### config.mk
export PLATFORM = sky130hd
export DESIGN_NAME = pipeline_hazard_ctrl
export DESIGN_NICKNAME = d
export VERILOG_FILES = /design/src/rtl/pipeline_hazard_ctrl.sv
export SDC_FILE = /design/constraint.sdc
export NUM_CORES = 1
export LEC_CHECK = 0
export CAP_MARGIN = 20
export CORE_AREA = 2 2 39 41
export CTS_CLUSTER_DIAMETER = 80
export DETAILED_ROUTE_END_ITERATION = 10
export DIE_AREA = 0 0 41 43
export DONT_BUFFER_PORTS = 1
export PLACE_DENSITY = 0.46
export SYNTH_ARGS = -nofsm -noshare
export SYNTH_HDL_FRONTEND = slang
export SYNTH_SLANG_ARGS = --single-unit
### constraint.sdc
create_clock -name clk -period 1.8 [get_ports clk]
set_input_delay 0.36 -clock clk [delete_from_list [all_inputs] [get_ports clk]]
set_output_delay 0.36 -clock clk [all_outputs]
set_load 0.005 [all_outputs]
### src/rtl/pipeline_hazard_ctrl.sv
// pipeline_hazard_ctrl: stall/flush/hold control for load-use, jump and memory-wait hazards.
// Define HAZARD_STATS_EN to add saturating stall_cycles and flush_count statistics ports.
module pipeline_hazard_ctrl (
  input  logic       clk,
  input  logic       rst,
  input  logic       idex_mem_read,
  input  logic [4:0] idex_rt,
  input  logic       idex_jump,
  input  logic [4:0] ifid_rs,
  input  logic [4:0] ifid_rt,
  input  logic       mem_req,
  input  logic       mem_ready,
  output logic       pc_write,
  output logic       ifid_write,
  output logic       ifid_flush,
  output logic       idex_bubble,
  output logic       idex_hold,
  output logic       exmem_hold,
  output logic [1:0] state
`ifdef HAZARD_STATS_EN
  ,
  output logic [15:0] stall_cycles,
  output logic [15:0] flush_count
`endif
);
  typedef enum logic [1:0] {RUN = 2'd0, LOAD_STALL = 2'd1, FLUSH = 2'd2, MEM_WAIT = 2'd3} state_t;
  state_t st, nxt;
  logic luh, memstall, do_stall, do_flush, do_luh;
  assign luh = idex_mem_read && idex_rt != 5'd0 && (idex_rt == ifid_rs || idex_rt == ifid_rt);
  assign memstall = mem_req && !mem_ready;
  // MEM_WAIT holds on mem_ready alone; jump and load-use are only honoured from RUN
  assign do_stall = !rst && (st == MEM_WAIT ? !mem_ready : memstall);
  assign do_flush = !rst && st == RUN && !memstall && idex_jump;
  assign do_luh = !rst && st == RUN && !memstall && !idex_jump && luh;
  assign nxt = rst ? RUN : do_stall ? MEM_WAIT : do_flush ? FLUSH : do_luh ? LOAD_STALL : RUN;
  assign pc_write = !rst && !do_stall && !do_luh;
  assign ifid_write = pc_write;
  assign ifid_flush = rst || do_flush;
  assign idex_bubble = rst || do_flush || do_luh;
  assign idex_hold = do_stall;
  assign exmem_hold = do_stall;
  assign state = st;
  always_ff @(posedge clk) begin
    if (rst) st <= RUN;
    else st <= nxt;
  end
`ifdef HAZARD_STATS_EN
  always_ff @(posedge clk) begin
    if (rst) begin
      stall_cycles <= '0;
      flush_count <= '0;
    end else begin
      if (!pc_write && stall_cycles != 16'hFFFF) stall_cycles <= stall_cycles + 16'd1;
      if (do_flush && flush_count != 16'hFFFF) flush_count <= flush_count + 16'd1;
    end
  end
`endif
endmodule

# Word-level counts from Yosys, hierarchy flattened
# Cells that the tools add are included.
dict set report op_classes {
  reduce_logical 22
  n_mux 4
  eq_ne 3
}
# operator count
set ops {}
lappend ops {{1-bit logical AND} 11}
lappend ops {{5-bit == test} 2}
lappend ops {{1-bit logical NOT} 6}
lappend ops {{5-bit nonzero test} 1}
lappend ops {{2-bit two-way mux} 2}
lappend ops {{1-bit logical OR} 3}
lappend ops {{2-bit == test (second input constant)} 1}
lappend ops {{2-bit logical NOT} 1}
lappend ops {{1-bit two-way mux} 2}
dict set report word_totals {
  out_inout_bits 8
  regBits 2
  input_bits 21
}

# Logic depth before layout (Yosys ltp)
# Gate-level depths: netlist of run 1.
dict set report depth {
  depth_word 9
  depth_mapped 5
  mapped_depth_nobuf 4
}

# Worst setup path after synthesis of run 1
# Ideal clock, no wire load.
dict set report synth_path {
  kind {input to output}
  from {input idex_rt[1]}
  to {output pc_write}
  stages 4
  path_buffers 1
  path_slack_ps 76
  arrival_time_ps 1364
  cell_sequence {or4_1 -> o2111ai_2 -> o21a_1 -> buf_4}
}
dict set report synth_via {
  elab_chain_len 6
}
# item line
set synth_lines {}
lappend synth_lines {{from (decl)} 7} ;# input logic [4:0] idex_rt,
lappend synth_lines {{5-bit == test or 5-bit nonzero test (tied branches)} 29} ;# assign luh = idex_mem_read && idex_rt != 5'd0 && (idex_rt == ifid_rs || idex_rt == ifid_rt);
lappend synth_lines {{1-bit logical OR or 1-bit logical AND (tied branches)} 29}
lappend synth_lines {{1-bit logical AND (*)} 29}
lappend synth_lines {{1-bit logical AND (*)} 34} ;# assign do_luh = !rst && st == RUN && !memstall && !idex_jump && luh;
lappend synth_lines {{1-bit logical NOT (*)} 36} ;# assign pc_write = !rst && !do_stall && !do_luh;
lappend synth_lines {{1-bit logical AND (*)} 36}
lappend synth_lines {{to (decl)} 13} ;# output logic pc_write,
# Mark *: on every way between the ends. The rest lies on a longest branch, timed or not.

# Worst setup path in the final report of run 1
dict set report layout_path {
  from {register st[1] (netlist: state[1])}
  to {output ifid_write}
}
dict set report layout_via {
  elab_chain_len 7
}
# item line
set layout_lines {}
lappend layout_lines {{from (decl)} 27} ;# state_t st, nxt;
lappend layout_lines {{from (signal assigned)} 45} ;# else st <= nxt;
lappend layout_lines {{2-bit logical NOT} 34}
lappend layout_lines {{1-bit logical AND (4 in a row)} 34}
lappend layout_lines {{1-bit logical NOT} 36}
lappend layout_lines {{1-bit logical AND (*)} 36}
lappend layout_lines {{to (decl)} 14} ;# output logic ifid_write,
# Marks and branches as above.

==> results_dict.tcl, run 1 <==
set metrics [dict create \
    routedWlPerCell_um 14.3 \
    grt_pass1_vias 276 \
    finalHoldViolations 0 \
    initial_core_util_pct 20.3 \
    combPwrFrac_pct 22.5 \
    leakagePower_nw 0.117 \
    cts_tree "done" \
    hold_path_end "state[1]" \
    drc_errors 0 \
    worstMarginPinSlew_ns 0.504 \
    finalClockSkew_ns 0.000625 \
    cp.required_ns 1.44 \
    clk_latency_ns 0.22 \
    clock-sinks 2 \
    postCtsSetupRepairBufs 0 \
    core_um2 1380 \
    placed_cells 48 \
    grtUsageTotal_pct 8.11 \
    netlist_instances 34 \
    ys_types 14 \
    fillCellCount 156 \
    die_h_um 43 \
    run_status "finished clean" \
    path_buf_inv 0 \
    rows 14 \
    crit_slowest_cell "a2111oi_4" \
    critPathMaxFanout 3 \
    reg2reg_depth 3 \
    rsz0062_at_grt "yes" \
    timing.rr.start "state[0]" \
    min-delay-start "rst" \
    overflow 0 \
    synth_top_area_cell "xor2_1" \
    layout.cells.non_filler 51 \
    yosysWarnings 0 \
    fin_crit_sh_pct 95.8 \
    period_needed_ns 1.72 \
    syn-num-nets 55 \
    netlist.area_leader.share_pct 31.1 \
    via_per_inst 4.80 \
    r2r_setup_slack_ns 0.59 \
    largest_register_ffs 2 \
    drt_iter0_markers 1 \
    drv_cap 0 \
    drive_gt1_share_pct 17.1 \
    grt_pass1_wl_um 972 \
    fin_nets 58 \
    clockBufferDepth 2 \
    ios 29 \
    cts_hold_buf 0 \
    crit_type "flip-flop to output port" \
    hp-class "input port to flip-flop" \
    antenna_cells 0 \
    syn_area_per_cell_um2 8.28 \
    dieArea_um2 1760 \
    area_delta_synth_final_pct 10.2 \
    place_congestion 0.570 \
    p_seq_share_pct 26.5 \
    critPathMaxStageDelay_ns 0.36 \
    antenna_found_initial 0 \
    vias 245 \
    holdWs_ns 0.207 \
    maxSlewViolCount 0 \
    end_kind "output port" \
    power.share.switching_pct 26.1 \
    p_total_mw 0.195 \
    yosysSeqAreaShare_pct 14.2 \
    r2r-end "state[0]" \
    ys_ff_latch 2 \
    peakVddDrop_mv 0.316 \
    clkSlewWorstSetupHoldPaths_ns 0.03 \
    p_int_mw 0.144 \
    clkPwrFrac_pct 51.0 \
    synthTopCellsByArea "xor2_1 31%, dfxtp_1 14%, a2111oi_4 9.8%" \
    p_sw_mw 0.0508 \
    die_x_um 41 \
    grt_max_degree 6 \
    path_cells "a2111oi_4 -> o2111ai_2 -> o21a_1" \
    dr.pass1.iters 2 \
    cp-start-kind "flip-flop" \
    fin_util_pct 22.4 \
    ant_nets 0 \
    min_path_cells 1 \
    syn-cell-area_um2 282 \
    wl_um 727 \
    fmax_mhz 580 \
    max_slew_margin_pct 66.1 \
    cp.arrival_ns 1.36 \
    hpwlAfterDp_um 610 \
    cts_buffers 3 \
    cts_max_level 1 \
    power.density_nw_per_um2 628 \
    setup_viol_count_final 0 \
    root_buffer "clkbuf_4" \
    cp_top_family "compound AO/OA/AOI/OAI gates" \
    io_buffers 0 \
]
-- final cells by class --
class | count | area, um^2 | share of cell area (%)
inverters | 2 | 7.51 | 2.42
clock buffers | 3 | 22.5 | 7.26
well taps | 16 | 20.0 | 6.45
multi-input cells | 28 | 219 | 70.6
flip-flops and latches | 2 | 41.3 | 13.3
-- synthesized netlist by cell type, drive strengths merged --
library cell and number:
xor2 10, nor2 5, nor3 3, a21oi 2, buf 2, dfxtp 2
inv 2, o21bai 2, a2111oi 1, a21o 1, a22oi 1, o2111ai 1
o21a 1, or4 1
-- cells in the final DEF, fill, tap and decap left out, drive strengths merged --
cell	instances
a21o	1
xor2	10
o21bai	2
o21a	1
a21oi	2
o2111ai	1
nor3	3
clkbuf	3
nor2	5
a2111oi	1
dfxtp	2
a22oi	1
or4	1
inv	2
-- what timing repair did --
action | CTS | global route
endpoints found under the hold margin | 0 | 0
resized for setup | 0 | 1
endpoints found under the setup margin | 0 | 3
-- metrics by stage --
| stage | instance area [um^2] | setup WS [ns] | setup TNS [ns] |
|---|---|---|---|
| after floorplan | 282 | 0.0761 | 0 |
| after global placement | 287 | 0.128 | 0 |
| after detailed placement | 287 | 0.116 | 0 |
| after CTS | 309 | 0.0135 | 0 |
| after global routing | 310 | -0.0148 | -0.0296 |
| final | 310 | 0.0760 | 0 |
-- cells by family after synthesis --
| family | share of synthesized area (%) |
|---|---|
| AO/OA/AOI/OAI | 32.0 |
| XOR/XNOR | 31.1 |
| buffers and inverters | 8.00 |
| flip-flops | 14.2 |
| AND/OR/NAND/NOR | 14.7 |
-- power groups by stage --
stage | combinational (mW) | clock [mW] | sequential, mW
final | 0.0439 | 0.0993 | 0.0515
after global routing | 0.0485 | 0.109 | 0.0519
after CTS | 0.0449 | 0.109 | 0.0511
after detailed placement | 0.0443 | 0 | 0.0517
after global placement | 0.0443 | 0 | 0.0516
after floorplan | 0.0415 | 0 | 0.0510
-- routing by layer --
| layer | GRT usage [%] | vias up | wire [um] |
|---|---|---|---|
| met1 | 8.28 | 103 | 252 |
| li1 | - | 119 | - |
| met3 | 0.524 | 0 | 142 |
| met5 | 0 | - | 0 |
| met4 | 6.00 | 0 | 0 |
| met2 | 14.1 | 23 | 332 |
-- worst max path at each step --
stage                          start         end  slack, ns  cells after the start
final                       state[1]  ifid_write       0.08                      3
after global routing        state[1]  ifid_write      -0.01                      3
after CTS                   state[1]    pc_write       0.01                      3
after detailed placement  idex_rt[1]    pc_write       0.12                      3
after global placement    idex_rt[1]  ifid_write       0.13                      3
after floorplan           idex_rt[1]    pc_write       0.08                      4
Power figures use the tool's default switching activity.
==> run 2, diff against run 1 <==
Settings changed: CTS_BUF_LIST set to sky130_fd_sc_hd__clkbuf_4 sky130_fd_sc_hd__clkbuf_8, SKIP_LAST_GASP set to 1.
==> results of run 2 <==
Final layout, timing and power as in run 1 (identical DEF).
